<file path="src/rtl/mips_pkg.sv">
// Shared definitions for the multi-cycle MIPS core front end: opcode and
// funct constants, the fetch state encoding, the default reset PC and the
// branch-offset helper used by the next-PC logic.
package mips_pkg;

  // Primary opcodes (instruction[31:26])
  localparam logic [5:0] OP_SPECIAL = 6'h00;
  localparam logic [5:0] OP_J       = 6'h02;
  localparam logic [5:0] OP_JAL     = 6'h03;
  localparam logic [5:0] OP_BEQ     = 6'h04;
  localparam logic [5:0] OP_BNE     = 6'h05;
  localparam logic [5:0] OP_BLEZ    = 6'h06;

  // SPECIAL funct codes (instruction[5:0])
  localparam logic [5:0] FN_JR      = 6'h08;
  localparam logic [5:0] FN_SYSCALL = 6'h0C;

  // Word-aligned PC loaded on reset unless overridden
  localparam logic [31:0] RESET_PC_DEFAULT = 32'h0000_0000;

  typedef enum logic [1:0] {
    ST_BOOT  = 2'd0,
    ST_FETCH = 2'd1,
    ST_EXEC  = 2'd2,
    ST_HALT  = 2'd3
  } fetch_state_t;

  // Sign-extended 16-bit immediate scaled to a byte offset
  function automatic logic [31:0] branch_offset(input logic [15:0] imm);
    return {{14{imm[15]}}, imm, 2'b00};
  endfunction

endpackage

</file>
<file path="src/rtl/fetch_unit_if.sv">
// Instruction-memory request/acknowledge bus between the fetch unit
// (master) and the instruction memory (slave).
interface fetch_unit_if;
  logic        imem_req;
  logic [31:0] imem_addr;
  logic [31:0] imem_rdata;
  logic        imem_ack;

  modport master (
    output imem_req,
    output imem_addr,
    input  imem_rdata,
    input  imem_ack
  );

  modport slave (
    input  imem_req,
    input  imem_addr,
    output imem_rdata,
    output imem_ack
  );
endinterface

</file>
<file path="src/rtl/fetch_unit_npc_sel.sv">
// Next-PC selection: jump/branch target arithmetic, branch condition
// evaluation and the priority mux JR > J/JAL > taken branch > pc+4.
// All adders are 32 bits wide with the carry dropped.
import mips_pkg::*;

module npc_sel (
  input  logic [31:0] pc_plus4,
  input  logic [25:0] instr_index,
  input  logic        pc_mux_2,
  input  logic        pc_mux_3,
  input  logic        beq,
  input  logic        bne,
  input  logic        blez,
  input  logic [31:0] rs_data,
  input  logic [31:0] rt_data,
  output logic [31:0] npc,
  output logic        branch_taken
);

  logic        rs_eq_rt;
  logic        rs_le_zero;
  logic [31:0] jr_target;
  logic [31:0] jump_target;
  logic [31:0] branch_target;

  assign rs_eq_rt      = (rs_data == rt_data);
  assign rs_le_zero    = rs_data[31] | (rs_data == 32'h0000_0000);
  // Several strobes at once is a decoder fault; any satisfied condition takes the branch
  assign branch_taken  = (beq & rs_eq_rt) | (bne & ~rs_eq_rt) | (blez & rs_le_zero);
  // Register jumps silently drop misaligned low bits
  assign jr_target     = {rs_data[31:2], 2'b00};
  assign jump_target   = {pc_plus4[31:28], instr_index, 2'b00};
  assign branch_target = pc_plus4 + branch_offset(instr_index[15:0]);

  // Priority mux over the candidate next-PC values
  always_comb begin
    npc = pc_plus4;
    if (pc_mux_3) begin
      npc = jr_target;
    end else if (!pc_mux_2) begin
      npc = jump_target;
    end else if (branch_taken) begin
      npc = branch_target;
    end else begin
      npc = pc_plus4;
    end
  end

endmodule

</file>
<file path="src/rtl/fetch_unit.sv">
// Instruction fetch / next-PC stage of the multi-cycle MIPS core.
// Fetches one word per instruction over the imem req/ack bus, presents it
// to the decoder for a single EXEC cycle, then loads the next PC. A
// syscall parks the unit in HALT until a go pulse.
// Optional build macro FETCH_STATS_EN adds saturating instruction, branch
// and taken-branch counters of STAT_W bits.
import mips_pkg::*;

module fetch_unit #(
  parameter logic [31:0] RESET_PC = RESET_PC_DEFAULT,
  parameter int          STAT_W   = 16
) (
  input  logic               clk,
  input  logic               rst_n,
  fetch_unit_if.master       bus,
  output logic [31:0]        instruction,
  output logic               instr_valid,
  output logic [31:0]        pc,
  output logic [31:0]        pc_plus4,
  input  logic               pc_mux_2,
  input  logic               pc_mux_3,
  input  logic               beq,
  input  logic               bne,
  input  logic               blez,
  input  logic               syscall,
  input  logic [31:0]        rs_data,
  input  logic [31:0]        rt_data,
  input  logic               go,
  output logic               halted
`ifdef FETCH_STATS_EN
  ,
  output logic [STAT_W-1:0]  instr_cnt,
  output logic [STAT_W-1:0]  branch_cnt,
  output logic [STAT_W-1:0]  taken_cnt
`endif
);

  fetch_state_t state;
  logic         req;
  logic [31:0]  npc;

  // The fetch address is the PC itself, so it is stable for the whole request
  assign bus.imem_req  = req;
  assign bus.imem_addr = pc;
  assign pc_plus4      = pc + 32'd4;

`ifdef FETCH_STATS_EN
  logic branch_taken;

  npc_sel u_npc_sel (
    .pc_plus4     (pc_plus4),
    .instr_index  (instruction[25:0]),
    .pc_mux_2     (pc_mux_2),
    .pc_mux_3     (pc_mux_3),
    .beq          (beq),
    .bne          (bne),
    .blez         (blez),
    .rs_data      (rs_data),
    .rt_data      (rt_data),
    .npc          (npc),
    .branch_taken (branch_taken)
  );
`else
  npc_sel u_npc_sel (
    .pc_plus4     (pc_plus4),
    .instr_index  (instruction[25:0]),
    .pc_mux_2     (pc_mux_2),
    .pc_mux_3     (pc_mux_3),
    .beq          (beq),
    .bne          (bne),
    .blez         (blez),
    .rs_data      (rs_data),
    .rt_data      (rt_data),
    .npc          (npc),
    .branch_taken ()
  );
`endif

  // Fetch sequencer: state, PC, instruction register and registered handshake outputs
  always_ff @(posedge clk or negedge rst_n) begin
    if (!rst_n) begin
      state       <= ST_BOOT;
      pc          <= RESET_PC;
      instruction <= 32'h0000_0000;
      req         <= 1'b0;
      instr_valid <= 1'b0;
      halted      <= 1'b0;
    end else begin
      case (state)
        ST_BOOT: begin
          state <= ST_FETCH;
          req   <= 1'b1;
        end
        ST_FETCH: begin
          if (bus.imem_ack) begin
            instruction <= bus.imem_rdata;
            req         <= 1'b0;
            instr_valid <= 1'b1;
            state       <= ST_EXEC;
          end else begin
            req <= 1'b1;
          end
        end
        ST_EXEC: begin
          // The jump/branch target is applied even when a syscall halts the core
          pc          <= npc;
          instr_valid <= 1'b0;
          if (syscall) begin
            halted <= 1'b1;
            state  <= ST_HALT;
          end else begin
            req   <= 1'b1;
            state <= ST_FETCH;
          end
        end
        ST_HALT: begin
          if (go) begin
            halted <= 1'b0;
            req    <= 1'b1;
            state  <= ST_FETCH;
          end else begin
            halted <= 1'b1;
          end
        end
        default: begin
          state       <= ST_BOOT;
          req         <= 1'b0;
          instr_valid <= 1'b0;
          halted      <= 1'b0;
        end
      endcase
    end
  end

`ifdef FETCH_STATS_EN
  localparam logic [STAT_W-1:0] STAT_MAX = {STAT_W{1'b1}};
  localparam logic [STAT_W-1:0] STAT_ONE = {{(STAT_W-1){1'b0}}, 1'b1};

  // Saturating execution statistics, sampled once per EXEC cycle
  always_ff @(posedge clk or negedge rst_n) begin
    if (!rst_n) begin
      instr_cnt  <= {STAT_W{1'b0}};
      branch_cnt <= {STAT_W{1'b0}};
      taken_cnt  <= {STAT_W{1'b0}};
    end else if (state == ST_EXEC) begin
      if (instr_cnt != STAT_MAX) begin
        instr_cnt <= instr_cnt + STAT_ONE;
      end
      if ((beq | bne | blez) && (branch_cnt != STAT_MAX)) begin
        branch_cnt <= branch_cnt + STAT_ONE;
      end
      if (branch_taken && (taken_cnt != STAT_MAX)) begin
        taken_cnt <= taken_cnt + STAT_ONE;
      end
    end
  end
`endif

endmodule

</file>
<file path="src/flat_wrapper.sv">
// flat-port wrapper written by rule: the top's interface ports become plain ports
module fetch_unit_flat 
#(
  parameter logic [31:0] RESET_PC = RESET_PC_DEFAULT,
  parameter int          STAT_W   = 16
)
  (clk, rst_n, instruction, instr_valid, pc, pc_plus4, pc_mux_2, pc_mux_3, beq, bne, blez, syscall, rs_data, rt_data, go, halted, bus_imem_req, bus_imem_addr, bus_imem_rdata, bus_imem_ack);
  fetch_unit_if bus_i ();
  input  logic clk;
  input  logic rst_n;
  output logic [31:0] instruction;
  output logic instr_valid;
  output logic [31:0] pc;
  output logic [31:0] pc_plus4;
  input  logic pc_mux_2;
  input  logic pc_mux_3;
  input  logic beq;
  input  logic bne;
  input  logic blez;
  input  logic syscall;
  input  logic [31:0] rs_data;
  input  logic [31:0] rt_data;
  input  logic go;
  output logic halted;
  output wire logic [$bits(bus_i.imem_req)-1:0] bus_imem_req;
  output wire logic [$bits(bus_i.imem_addr)-1:0] bus_imem_addr;
  input wire logic [$bits(bus_i.imem_rdata)-1:0] bus_imem_rdata;
  input wire logic [$bits(bus_i.imem_ack)-1:0] bus_imem_ack;
  assign bus_imem_req = bus_i.imem_req;
  assign bus_imem_addr = bus_i.imem_addr;
  assign bus_i.imem_rdata = bus_imem_rdata;
  assign bus_i.imem_ack = bus_imem_ack;
  fetch_unit #(.RESET_PC(RESET_PC), .STAT_W(STAT_W)) u_core (.clk(clk), .rst_n(rst_n), .bus(bus_i), .instruction(instruction), .instr_valid(instr_valid), .pc(pc), .pc_plus4(pc_plus4), .pc_mux_2(pc_mux_2), .pc_mux_3(pc_mux_3), .beq(beq), .bne(bne), .blez(blez), .syscall(syscall), .rs_data(rs_data), .rt_data(rt_data), .go(go), .halted(halted));
endmodule
</file>
<file path="config.mk">
export PLATFORM = sky130hd
export DESIGN_NAME = fetch_unit_flat
export DESIGN_NICKNAME = d
export VERILOG_FILES = /design/src/rtl/mips_pkg.sv /design/src/rtl/fetch_unit_if.sv /design/src/rtl/fetch_unit_npc_sel.sv /design/src/rtl/fetch_unit.sv /design/src/flat_wrapper.sv
export SDC_FILE = /design/constraint.sdc
export NUM_CORES = 1
export LEC_CHECK = 0
export ABC_AREA = 1
export ABC_CLOCK_PERIOD_IN_PS = 3400
export BUFFER_PORTS_ARGS = -buffer_cell sky130_fd_sc_hd__clkbuf_2
export CAP_MARGIN = 25
export CORE_ASPECT_RATIO = 0.8
export CORE_MARGIN = 2
export CORE_UTILIZATION = 53
export CTS_CLUSTER_SIZE = 12
export DETAILED_ROUTE_END_ITERATION = 12
export HOLD_SLACK_MARGIN = 0.02
export PLACE_DENSITY = 0.8
export SLEW_MARGIN = 20
export SYNTH_ARGS = -nofsm -noshare
export SYNTH_HDL_FRONTEND = slang
export SYNTH_HIERARCHICAL = 1
export SYNTH_SLANG_ARGS = --single-unit
</file>
<file path="constraint.sdc">
create_clock -name clk -period 3.4 [get_ports clk]
set_input_delay 0.68 -clock clk [delete_from_list [all_inputs] [get_ports clk]]
set_output_delay 0.68 -clock clk [all_outputs]
set_load 0.005 [all_outputs]
</file>
==> metrics <==
result of the run complete, no violations; area of all placed cells without fillers about 9000 um2; shortest clock period the worst path allows after layout between 3000 and 4000 ps; routability congestion estimate around 1.0; number of routed nets with antenna violations 0; synthesized instance count 1235; number of antenna violations at the first check in global routing 0; CP Launch Type register; hold bufs inserted after CTS 0; Initial Util 0.5483; Util after Layout 0.6758; standard-cell rows 38; list of most frequent post-synthesis cells 492 x sky130_fd_sc_hd__nand2_1, 136 x sky130_fd_sc_hd__nor2_1, 110 x sky130_fd_sc_hd__inv_1; post-synthesis share of cell area spent on and, or, nand and nor gates 0.4368; fmax around 0.31 GHz; root buffer cell sky130_fd_sc_hd__clkbuf_16; largest family of logic cells by synthesized area simple AND/OR/NAND/NOR gates; count of clock tree sinks 69; proportion of synthesized area in mux cells 0; share of synthesized flip-flops with an asynchronous set or reset 1.000; CP endpoint kind register; final hold slack 462.5 ps; Avg Cell Area, Syn around 6.1 um2; worst slew slack as a fraction of its limit 0.3689; Worst Setup SP u_core/bus.imem_addr[8]$_DFFE_PN0P_; maximum number of pins on one net before global-route repair 70; most crowded layer after global routing met2; number of search-and-repair iterations in the first detailed-routing pass 5; slew at the pin closest to its max-slew limit ~950 ps; final number of max-transition violations 0; synthesized-area fraction occupied by adder cells 0.05932; fraction of final layout cells with drive strength greater than 1 0.2683; Yosys reg bits 69; count leader, synth sky130_fd_sc_hd__nand2_1; Yosys top cell area share 0.2460; portion of the post-synthesis area used by sequential elements 0.2300; via count between 8000 and 9000; overall overflow remaining after global route 0; latest clock arrival within the worst-skew pair approximately 340 ps; total number of H-tree levels 3; Setup-failing EPs final 0; count of max-cap constraint violations 0; DRC marker count from the first detailed-route iteration between 900 and 1000; global-route usage over all layers 0.3622; Distinct cells, synth 38; synthesized-area fraction occupied by ao, oa, aoi and oai cells 0.1036; Pwr Density between 900 and 1000 nW/um2; post-route DRC violation count 0; GR Layer Usage met3 0.05969; largest cells by area after synthesis sky130_fd_sc_hd__nand2_1 25%, sky130_fd_sc_hd__dfrtp_1 23%, sky130_fd_sc_hd__nor2_1 6.8%; total cell area at the placement stage ~9000 um2; CTS tree done; number of global-route vias before repair about 8100; Total Die Area about 15000 um2; Max Clock Skew ~5.7 ps; Vert. Die Dim 110.5 um; I/O pin count between 200 and 250; number of nets in the final layout between 1500 and 2000; half-perimeter wire length of the detailed placement result 21950 um; RSZ-0062 raised after global routing yes; type of the worst setup path register to register; met2 Track Usage GR 0.5675; horizontal die dimension between 100 and 150 um; first-pass GRT wire length 42690 um; Routed WL around 28000 um; total CTS buffers 9; kind of path behind the tightest hold check input pin to asynchronous set/reset pin; area of the mapped netlist ~7500 um2; maximum fanout encountered on the critical timing path 6; number of flops mapped to enable cells by yosys 0; Yosys warnings 6; net count of the mapped netlist about 1400; leading area contributor after synthesis sky130_fd_sc_hd__nand2_1; Period Utilization, post-route 0.9482; Area growth syn-to-layout 23.25%; static leakage just over 5 nW; n_diodes 0; core area roughly 14000 um2; Pwr Total between 9 and 10 mW; worst path arrival time ~3400 ps; worst ir drop on vdd 0.7116 mV; Req. time, crit path approximately 3600 ps; reg-to-reg critical path startpoint u_core/bus.imem_addr[8]$_DFFE_PN0P_; Hold Fails Final Rpt 0; top_reg_cell synth sky130_fd_sc_hd__dfrtp_1; detail-routed via count per cell approximately 5.4; register-to-register path setup slack about 180 ps; register clock-pin slew on the reported worst setup and hold paths 60 ps; Post-Synth XOR/XNOR Area 0.05699; average wire per standard cell ~17 um; IO buf count roughly 240; Longest Clk Path Bufs 2; global routing met1 resource utilization 0.5059
per-layer routing:
layer	up-vias	routed length, um
li1	4297	-
met1	4063	11790
met2	499	12440
met3	62	2559
met4	0	777
met5	-	0
final timing paths:
path	endpoint	cells past startpoint
worst max-delay path	u_core/bus.imem_addr[23]$_DFFE_PN0P_	19
worst min-delay path	u_core/bus.imem_addr[25]$_DFFE_PN0P_	1
worst max register to register	u_core/bus.imem_addr[23]$_DFFE_PN0P_	19
worst min register to register	u_core/instruction[30]$_DFFE_PN0P_	2
max in group asynchronous	u_core/bus.imem_addr[9]$_DFFE_PN0P_	1
min in group clk	u_core/instruction[30]$_DFFE_PN0P_	2
registers in the layout (all words and copies together) (netlist names):
register              flops
u_core/bus.imem_addr     32
u_core/bus.imem_req       1
u_core/halted             1
u_core/instr_valid        1
u_core/instruction       32
u_core/state              2
cell type report:
type                            instances  area, um2
Clock inverter                          5      36.28
Timing Repair Buffer                  275       1476
Inverter                              116      435.4
Fill cell                            1320       4439
Sequential cell                        69       1742
Clock buffer                           11      242.7
Multi-Input combinational cell        985       5096
Tap cell                              180      225.2
stage by stage:
stage	cells	setup slack, ps	TNS [ps]
2_1_floorplan	1235	548.5	0
3_3_place_gp	1621	37.95	0
3_5_place_dp	1621	12.39	0
4_1_cts	1637	25.63	0
5_1_grt	1641	-52.55	-118.5
6_report	1641	176.2	0
critical path: stages (launching register included):
cell,delay [ps]
sky130_fd_sc_hd__dfrtp_1,470
sky130_fd_sc_hd__nand2_1,140
sky130_fd_sc_hd__nor2_4,150
sky130_fd_sc_hd__nand2_8,100
sky130_fd_sc_hd__nor2_4,180
sky130_fd_sc_hd__xor2_1,270
sky130_fd_sc_hd__ha_1,330
sky130_fd_sc_hd__nand2_1,130
sky130_fd_sc_hd__inv_1,50
sky130_fd_sc_hd__nand2_1,60
sky130_fd_sc_hd__nand2_1,90
sky130_fd_sc_hd__a21oi_1,160
sky130_fd_sc_hd__nand2_2,120
sky130_fd_sc_hd__a21oi_1,200
sky130_fd_sc_hd__xor2_1,190
sky130_fd_sc_hd__nand2_1,70
sky130_fd_sc_hd__nand2_1,110
sky130_fd_sc_hd__a21oi_1,80
sky130_fd_sc_hd__nand2_1,70
sky130_fd_sc_hd__o21ai_0,80
where the power goes:
| part | leakage [nW] | internal (mW) | total (mW) | switching, mW |
|---|---|---|---|---|
| Sequential | 0.834 | 1.23 | 1.88 | 0.648 |
| Combinational | 4.10 | 2.56 | 6.45 | 3.89 |
| Clock | 0.128 | 0.513 | 0.888 | 0.375 |
| Total | 5.07 | 4.30 | 9.22 | 4.92 |
cell usage in the layout, fill, tap and decap left out, drive strengths merged, types with 5 or more instances in the layout:
| master | count |
|---|---|
| nand3 | 71 |
| nand2 | 507 |
| buf | 40 |
| nand3b | 17 |
| nand4 | 11 |
| xnor2 | 30 |
| o21bai | 5 |
| ha | 34 |
| nor3 | 5 |
| dfrtp | 69 |
| inv | 114 |
| a21oi | 84 |
| nor2 | 149 |
| clkbuf | 246 |
| xor2 | 18 |
| o21ai | 45 |
logic make-up (layout without fill, tap and decap cells):
kind of cell / Yosys count / count (layout)
simple gates: 762 / 762
buf+inv: 181 / 407
compound gates: 140 / 140
flops: 69 / 69
xor+xnor: 48 / 48
fa+ha+maj: 35 / 35
repair_timing:
action,4_1_cts,5_1_grt
setup endpoints to repair,3,18
resized for setup,2,50
setup buffers,0,4
gates cloned,0,0
pin swaps,0,2
No activity file was read; power rests on OpenSTA's default activity.
